**src/rtl/ram_arb_pkg.sv**
```systemverilog
// Shared definitions for the two-requester single-port RAM arbiter: FSM encoding
// and default address/data widths.
package ram_arb_pkg;

  localparam int AW_DEF = 10;
  localparam int DW_DEF = 8;

  typedef enum logic [1:0] {
    IDLE = 2'd0,
    CMD  = 2'd1,
    RESP = 2'd2
  } state_t;

endpackage

```
**src/rtl/ram_arb_rr.sv**
```systemverilog
// Two-way grant picker: one-hot winner from the request vector and the last winner.
// RAM_ARB_FIXED_PRIO_EN: req0 always wins contention and the last-winner input is ignored.
module ram_arb_rr
  import ram_arb_pkg::*;
(
  input  logic [1:0] i_req,
  input  logic       i_last_gnt,
  output logic [1:0] o_win
);

`ifdef RAM_ARB_FIXED_PRIO_EN
  logic w_unused_last_gnt;
  assign w_unused_last_gnt = i_last_gnt;

  always_comb begin
    o_win = 2'b00;
    if (i_req[0])      o_win = 2'b01;
    else if (i_req[1]) o_win = 2'b10;
  end
`else
  // On contention the requester that did not win last time goes next.
  always_comb begin
    o_win = 2'b00;
    case (i_req)
      2'b01:   o_win = 2'b01;
      2'b10:   o_win = 2'b10;
      2'b11:   o_win = i_last_gnt ? 2'b01 : 2'b10;
      default: o_win = 2'b00;
    endcase
  end
`endif

endmodule

```
**src/rtl/ram_arbiter.sv**
```systemverilog
// Shares one single-port RAM between two requesters, one access in flight; write = grant + 1 edge,
// read data 2 cycles after grant. Requesters hold req until gnt. Picker policy: RAM_ARB_FIXED_PRIO_EN.
module ram_arbiter
  import ram_arb_pkg::*;
#(
  parameter int AW = AW_DEF,
  parameter int DW = DW_DEF
) (
  input  logic            clk,
  input  logic            rst,
  input  logic [1:0]      req,
  input  logic [1:0]      we,
  input  logic [2*AW-1:0] addr,
  input  logic [2*DW-1:0] wdata,
  output logic [1:0]      gnt,
  output logic [1:0]      rvalid,
  output logic [DW-1:0]   rdata,
  output logic [AW-1:0]   ram_Address,
  output logic [DW-1:0]   ram_WriteData,
  output logic            ram_WriteEn,
  output logic            ram_ReadEn,
  input  logic [DW-1:0]   ram_ReadData
);

  state_t        r_state;
  state_t        w_state_nxt;
  logic [1:0]    r_gnt;
  logic [1:0]    w_gnt_nxt;
  logic [1:0]    r_rvalid;
  logic [1:0]    w_rvalid_nxt;
  logic          r_we;
  logic          w_we_nxt;
  logic          r_re;
  logic          w_re_nxt;
  logic          r_last_gnt;
  logic [AW-1:0] r_addr;
  logic [DW-1:0] r_wdata;
  logic [DW-1:0] r_rdata;
  logic          w_load_cmd;
  logic          w_load_rdata;
  logic [1:0]    w_win;
  logic          w_idx;
  logic          w_win_we;
  logic [AW-1:0] w_win_addr;
  logic [DW-1:0] w_win_wdata;

  ram_arb_rr u_rr (
    .i_req      (req),
    .i_last_gnt (r_last_gnt),
    .o_win      (w_win)
  );

  assign w_idx       = w_win[1];
  assign w_win_we    = w_idx ? we[1] : we[0];
  assign w_win_addr  = w_idx ? addr[2*AW-1:AW]   : addr[AW-1:0];
  assign w_win_wdata = w_idx ? wdata[2*DW-1:DW]  : wdata[DW-1:0];

  always_comb begin
    w_state_nxt  = r_state;
    w_gnt_nxt    = 2'b00;
    w_rvalid_nxt = 2'b00;
    w_we_nxt     = 1'b0;
    w_re_nxt     = 1'b0;
    w_load_cmd   = 1'b0;
    w_load_rdata = 1'b0;
    case (r_state)
      IDLE: begin
        if (|req) begin
          w_state_nxt = CMD;
          w_load_cmd  = 1'b1;
          w_gnt_nxt   = w_win;
          w_we_nxt    = w_win_we;
          w_re_nxt    = ~w_win_we;
        end
      end
      // The RAM samples the command on the edge that leaves CMD.
      CMD: w_state_nxt = r_re ? RESP : IDLE;
      RESP: begin
        w_state_nxt  = IDLE;
        w_load_rdata = 1'b1;
        w_rvalid_nxt = r_last_gnt ? 2'b10 : 2'b01;
      end
      default: w_state_nxt = IDLE;
    endcase
  end

  always_ff @(posedge clk or posedge rst) begin
    if (rst) begin
      r_state  <= IDLE;
      r_gnt    <= 2'b00;
      r_rvalid <= 2'b00;
      r_we     <= 1'b0;
      r_re     <= 1'b0;
    end else begin
      r_state  <= w_state_nxt;
      r_gnt    <= w_gnt_nxt;
      r_rvalid <= w_rvalid_nxt;
      r_we     <= w_we_nxt;
      r_re     <= w_re_nxt;
    end
  end

  // Address/data hold between accesses; last winner doubles as the in-flight owner.
  always_ff @(posedge clk or posedge rst) begin
    if (rst) begin
      r_addr     <= '0;
      r_wdata    <= '0;
      r_rdata    <= '0;
      r_last_gnt <= 1'b1;
    end else begin
      if (w_load_cmd) begin
        r_addr     <= w_win_addr;
        r_wdata    <= w_win_wdata;
        r_last_gnt <= w_idx;
      end
      if (w_load_rdata) r_rdata <= ram_ReadData;
    end
  end

  assign gnt           = r_gnt;
  assign rvalid        = r_rvalid;
  assign rdata         = r_rdata;
  assign ram_Address   = r_addr;
  assign ram_WriteData = r_wdata;
  assign ram_WriteEn   = r_we;
  assign ram_ReadEn    = r_re;

endmodule

```
**config.mk**
```make
export PLATFORM = sky130hd
export DESIGN_NAME = ram_arbiter
export DESIGN_NICKNAME = d
export VERILOG_FILES = /design/src/rtl/ram_arb_pkg.sv /design/src/rtl/ram_arb_rr.sv /design/src/rtl/ram_arbiter.sv
export SDC_FILE = /design/constraint.sdc
export NUM_CORES = 1
export LEC_CHECK = 0
export CAP_MARGIN = 10
export CELL_PAD_IN_SITES_DETAIL_PLACEMENT = 1
export CELL_PAD_IN_SITES_GLOBAL_PLACEMENT = 2
export CORE_AREA = 5 5 87 89
export DETAILED_ROUTE_END_ITERATION = 8
export DIE_AREA = 0 0 92 94
export PLACE_DENSITY = 0.93
export RECOVER_POWER = 25
export SYNTH_ARGS = -nofsm -noshare
export SYNTH_HDL_FRONTEND = slang
export SYNTH_SLANG_ARGS = --single-unit
```
**constraint.sdc**
```tcl
create_clock -name clk -period 2 [get_ports clk]
set_clock_uncertainty 0.05 [all_clocks]
set_input_delay 0.2 -clock clk [delete_from_list [all_inputs] [get_ports clk]]
set_output_delay 0.2 -clock clk [all_outputs]
set_load 0.01 [all_outputs]
```
# Word-level counts from Yosys, hierarchy flattened
# Cells that the tools add are included.
classes:
  n_eq_ne: 6
  n_mux: 19
  bitwise: 1
  n_reduce_logical: 2
op_table:
  columns: ["operator", "count"]
  rows:
  - ["$mux 2", 7]
  - ["$mux 10", 1]
  - ["$mux 1", 8]
  - ["$mux 8", 1]
  - ["$eq 2x2->1 const B", 3]
  - ["$pmux 2 s3", 1]
  - ["$eq 2x1->1 const B", 2]
  - ["$pmux 2 s2", 1]
  - ["$logic_not 2->1", 1]
  - ["$ne 2x2->1 const B", 1]
  - ["$reduce_or 2->1", 1]
  - ["$not 1->1", 1]
totals:
  register_bits: 35
  in_bits: 50
  out_inout_bits: 32
  word_cells: 37

# Logic depth before layout (Yosys ltp)
logic_depth:
  ltp_word: 6
  mapped_depth: 6
  depth_no_buf: 4

# Hierarchy
# Synthesis repeated with hierarchy kept, for this count alone.
unflattened:
  hier_cells: 102
  hier_area_um2: 1559.0
by_module_without_submodules:
  columns: ["module", "n_inst", "cells_each", "area_each_um2"]
  rows:
  - ["ram_arbiter", 1, 99, 1540.2]
  - ["ram_arb_rr", 1, 3, 18.8]

# Worst setup path before layout
# OpenSTA, ideal clock, no wires.
synth_path:
  path_type: "register to register"
  start: "register r_last_gnt"
  end: "register r_addr[6], in the netlist ram_Address[6]"
  t_arrival_ns: 1.130
  slack_ns: 0.738
  stages_incl_launch_ff: 6
  period_less_slack_ns: 1.262
  path_cell_list: "dfstp_2 -> a21bo_2 -> buf_4 -> buf_4 -> nand2_1 -> a31oi_1"
synth_via:
  elab_chain_len: 3
synth_rtl:
  columns: ["element", "line_no", "text"]
  rows:
  - ["start: declaration", "ram_arbiter.sv:35", "logic r_last_gnt;"]
  - ["start signal: assignment", "ram_arbiter.sv:114", "r_last_gnt <= w_idx;"]
  - ["$mux 2", "ram_arb_rr.sv:27", "2'b11: o_win = i_last_gnt ? 2'b01 : 2'b10;"]
  - ["$pmux 2 s3", "ram_arb_rr.sv:24", "case (i_req)"]
  - ["$mux 10", "ram_arbiter.sv:55", "assign w_win_addr = w_idx ? addr[2*AW-1:AW] : addr[AW-1:0];"]
  - ["end signal: assignment", "ram_arbiter.sv:112", "r_addr <= w_win_addr;"]
  - ["end: declaration", "ram_arbiter.sv:36", "logic [AW-1:0] r_addr;"]
# No other way between the ends.
# A chain may end at the register's enable or synchronous reset.

# Final worst setup path
layout_path:
  start: "input port req[0]"
  end: "register r_addr[4], in the netlist ram_Address[4]"
layout_via:
  elab_chain_len: 3
  word_cells_on_any_way: 8
layout_rtl:
  columns: ["element", "line_no", "text"]
  rows:
  - ["start: declaration", "ram_arbiter.sv:11", "input logic [1:0] req,"]
  - ["$eq 2x2->1 (tied with other cells)", "ram_arb_rr.sv:24", null]
  - ["$pmux 2 s3 / $mux 1 (equally long branches)", "ram_arb_rr.sv:24, ram_arbiter.sv:68", null]
  - ["$mux 10 / $mux 1 (equally long branches)", "ram_arbiter.sv:55, ram_arbiter.sv:66", null]
# Several ways; a longest one is shown, not always the timed one.

==> results.py <==
metrics = {
    "yosys": {
        "synth_area_leaders": "dfrtp_1 57%, nand2_1 9.3%, a31oi_1 8.0%",
        "synth.distinct_cells": 21,
        "synth-edff-count": 0,
        "synth_top_family_by_area": "compound AO/OA/AOI/OAI gates",
        "yosysSeqAreaShare_pct": 58.7,
        "synth.mux.area_fraction_pct": 6.70,
        "synth_nets": 196,
        "yosys.area.top_type": "dfrtp_1",
        "synth-seq-cells": 35,
        "yosys.area.top_type_share_pct": 57.0,
        "syn_avg_cell_area_sq_um": 10.2,
        "synth.most_common_cell": "nand2_1",
        "synth-simple-area-share_pct": 13.1,
        "synthTopCellsByCount": "37 x nand2_1, 34 x dfrtp_1, 19 x a21oi_1, 19 x a31oi_1, 8 x mux2_2",
        "yosys_warnings": 0,
        "netlist_area_sq_um": 1490,
        "syn_inst": 146,
        "synth_ff_type": "dfrtp_1",
        "synthXorXnorAreaFrac_pct": 0,
        "synth-adder-area-share_pct": 0,
        "ys_async_sr_fraction_pct": 100,
        "synth_compound_gate_area_share_pct": 15.5,
    },
    "sta": {
        "rsz0062_at_grt": "no",
        "setup_viol": 0,
        "slew_headroom_pct": 41.9,
        "clock.fmax_mhz": 674,
        "fin_crit_sh_pct": 74.2,
        "fin_crit_ps": 1480,
        "tightest_slew_ps": 872,
        "hold_violations": 0,
        "setup-tns-final_ps": 0,
        "maxSlewViolCount": 0,
        "setup_ws_ps": 516,
        "hold_ws_ps": 423,
    },
    "flow_run": {
        "maxCapViolCount": 0,
    },
    "drt": {
        "wirelength_mm": 4.57,
        "drtPass1Iterations": 4,
        "drc": 0,
        "wl_per_cell_um": 14.7,
        "drtIter0Drc": 23,
        "vias_per_cell": 4.43,
        "final_antenna_net_count": 0,
        "vias": 1373,
    },
    "global_route": {
        "grt_pass1_vias": 1517,
        "track_usage_pct": 11.3,
        "grt_overflow": 0,
        "antenna_found_initial": 0,
        "grt_pass1_wl_mm": 7.52,
        "grt_max_degree": 36,
    },
    "status": {
        "status": "finished clean",
    },
    "place": {
        "pre_cts_ws_ps": 192,
        "placed_cells": 302,
        "io_buffers": 81,
        "gp_congestion": 0.736,
        "dp_hpwl_mm": 3.46,
    },
    "clock_tree": {
        "clk_latency_ps": 280,
        "cts_buffer_depth": 2,
        "path_clk_slew_ps": 70,
        "cts_setup_buffers": 0,
        "cts_made_buffers": 5,
        "clock-sinks": 35,
        "cts-root-buf": "clkbuf_8",
        "htree_levels": 2,
        "cts_tree": "yes",
        "post_cts_resized": 0,
        "cts.hold.buffers_added": 0,
    },
    "die": {
        "rows": 30,
        "ioPinCount": 82,
        "initial_utilization_pct": 22.4,
        "die_x_um": 92,
        "die_area_sq_um": 8650,
        "die_h_um": 94,
        "core_area_sq_um": 6680,
    },
    "power_and_ir_drop": {
        "irDropWorstVdd_v": 0.000342,
        "p_per_area_nw_per_um2": 1240,
        "p_leak_nw": 1.03,
    },
    "worst_setup_path": {
        "rrSetupSlack_ps": 530,
        "arrival_ps": 1580,
        "critPathKind": "input port to flop",
        "crit_path_max_fanout": 20,
        "r2r_cells": 4,
        "crit_required_ps": 2100,
        "start_kind": "input port",
        "worstSetupEndpointType": "flop",
    },
    "finish": {
        "nNetsFinal": 279,
        "final_layout_size_suffix_gt1_share_pct": 11.7,
        "num_antenna_cells": 0,
        "fin_cells": 310,
        "fin_util_pct": 37.1,
        "area_delta_synth_final_pct": 65.7,
    },
    "worst_hold_path": {
        "min_path_cells": 3,
        "hp-class": "input port to flop",
    },
}
==> cells by family after synthesis <==
logic type | count (synthesis)
buffers and inverters | 14
AND/OR/NAND/NOR | 48
AO/OA/AOI/OAI | 40
flip-flops | 35
multiplexers | 9
==> final cells by class <==
type | count | area (sq um)
Fill cell | 765 | 4210
Sequential cell | 35 | 877
Timing Repair Buffer | 87 | 853
Multi-Input combinational cell | 97 | 534
Clock buffer | 8 | 100
Tap cell | 80 | 100
Inverter | 3 | 11.3
==> final timing paths <==
kind | from | to
worst max-delay path | req[0] | ram_Address[4]
worst min-delay path | addr[5] | ram_Address[5]
worst max register to register | r_state[1] | ram_Address[4]
worst min register to register | r_state[1] | r_state[1]
max in group asynchronous | rst | rdata[7]
min in group asynchronous | rst | ram_Address[6]
==> cell usage in the layout (no fill, tap or decap), types with 2 or more instances in the layout <==
cell / netlist / final
a21oi_1: 19 / 19
a31oi_1: 19 / 19
buf_4: 2 / 5
clkbuf_8: 0 / 7
clkdlybuf4s50_1: 0 / 80
dfrtp_1: 34 / 34
inv_1: 2 / 2
mux2_2: 8 / 8
nand2_1: 37 / 37
nor2_1: 6 / 5
==> flip-flops by register name, summed over array words and instances, names as in the netlist <==
| signal | count |
|---|---|
| r_state | 2 |
| ram_WriteEn | 1 |
| rdata | 8 |
| r_last_gnt | 1 |
| ram_WriteData | 8 |
| ram_Address | 10 |
| gnt | 2 |
| rvalid | 2 |
| ram_ReadEn | 1 |
==> report_power, final <==
part	leakage, nW	switching [mW]	internal [mW]
Clock	0.0515	0.243	0.314
Combinational	0.570	0.563	0.765
Sequential	0.411	0.167	1.01
Total	1.03	0.973	2.09
==> metrics by stage <==
step           area [sq um]  power, mW
2_1_floorplan          1490       1.76
3_3_place_gp           2380       2.52
3_5_place_dp           2380       2.55
4_1_cts                2480       3.13
5_1_grt                2480       3.30
6_report               2480       3.06
==> worst max-delay path, cell delays in order <==
cell and delay, ps:
clkdlybuf4s50_1 540, or2_1 330, nand2_4 90, inv_2 280
a31oi_1 130
==> layer usage <==
metal,track usage (%),wire length [um]
met1,12.2,1820
met3,3.69,302
met4,4.08,71
met2,20.4,2380
met5,0,0
Note: power is estimated with default switching activity, not from simulation.
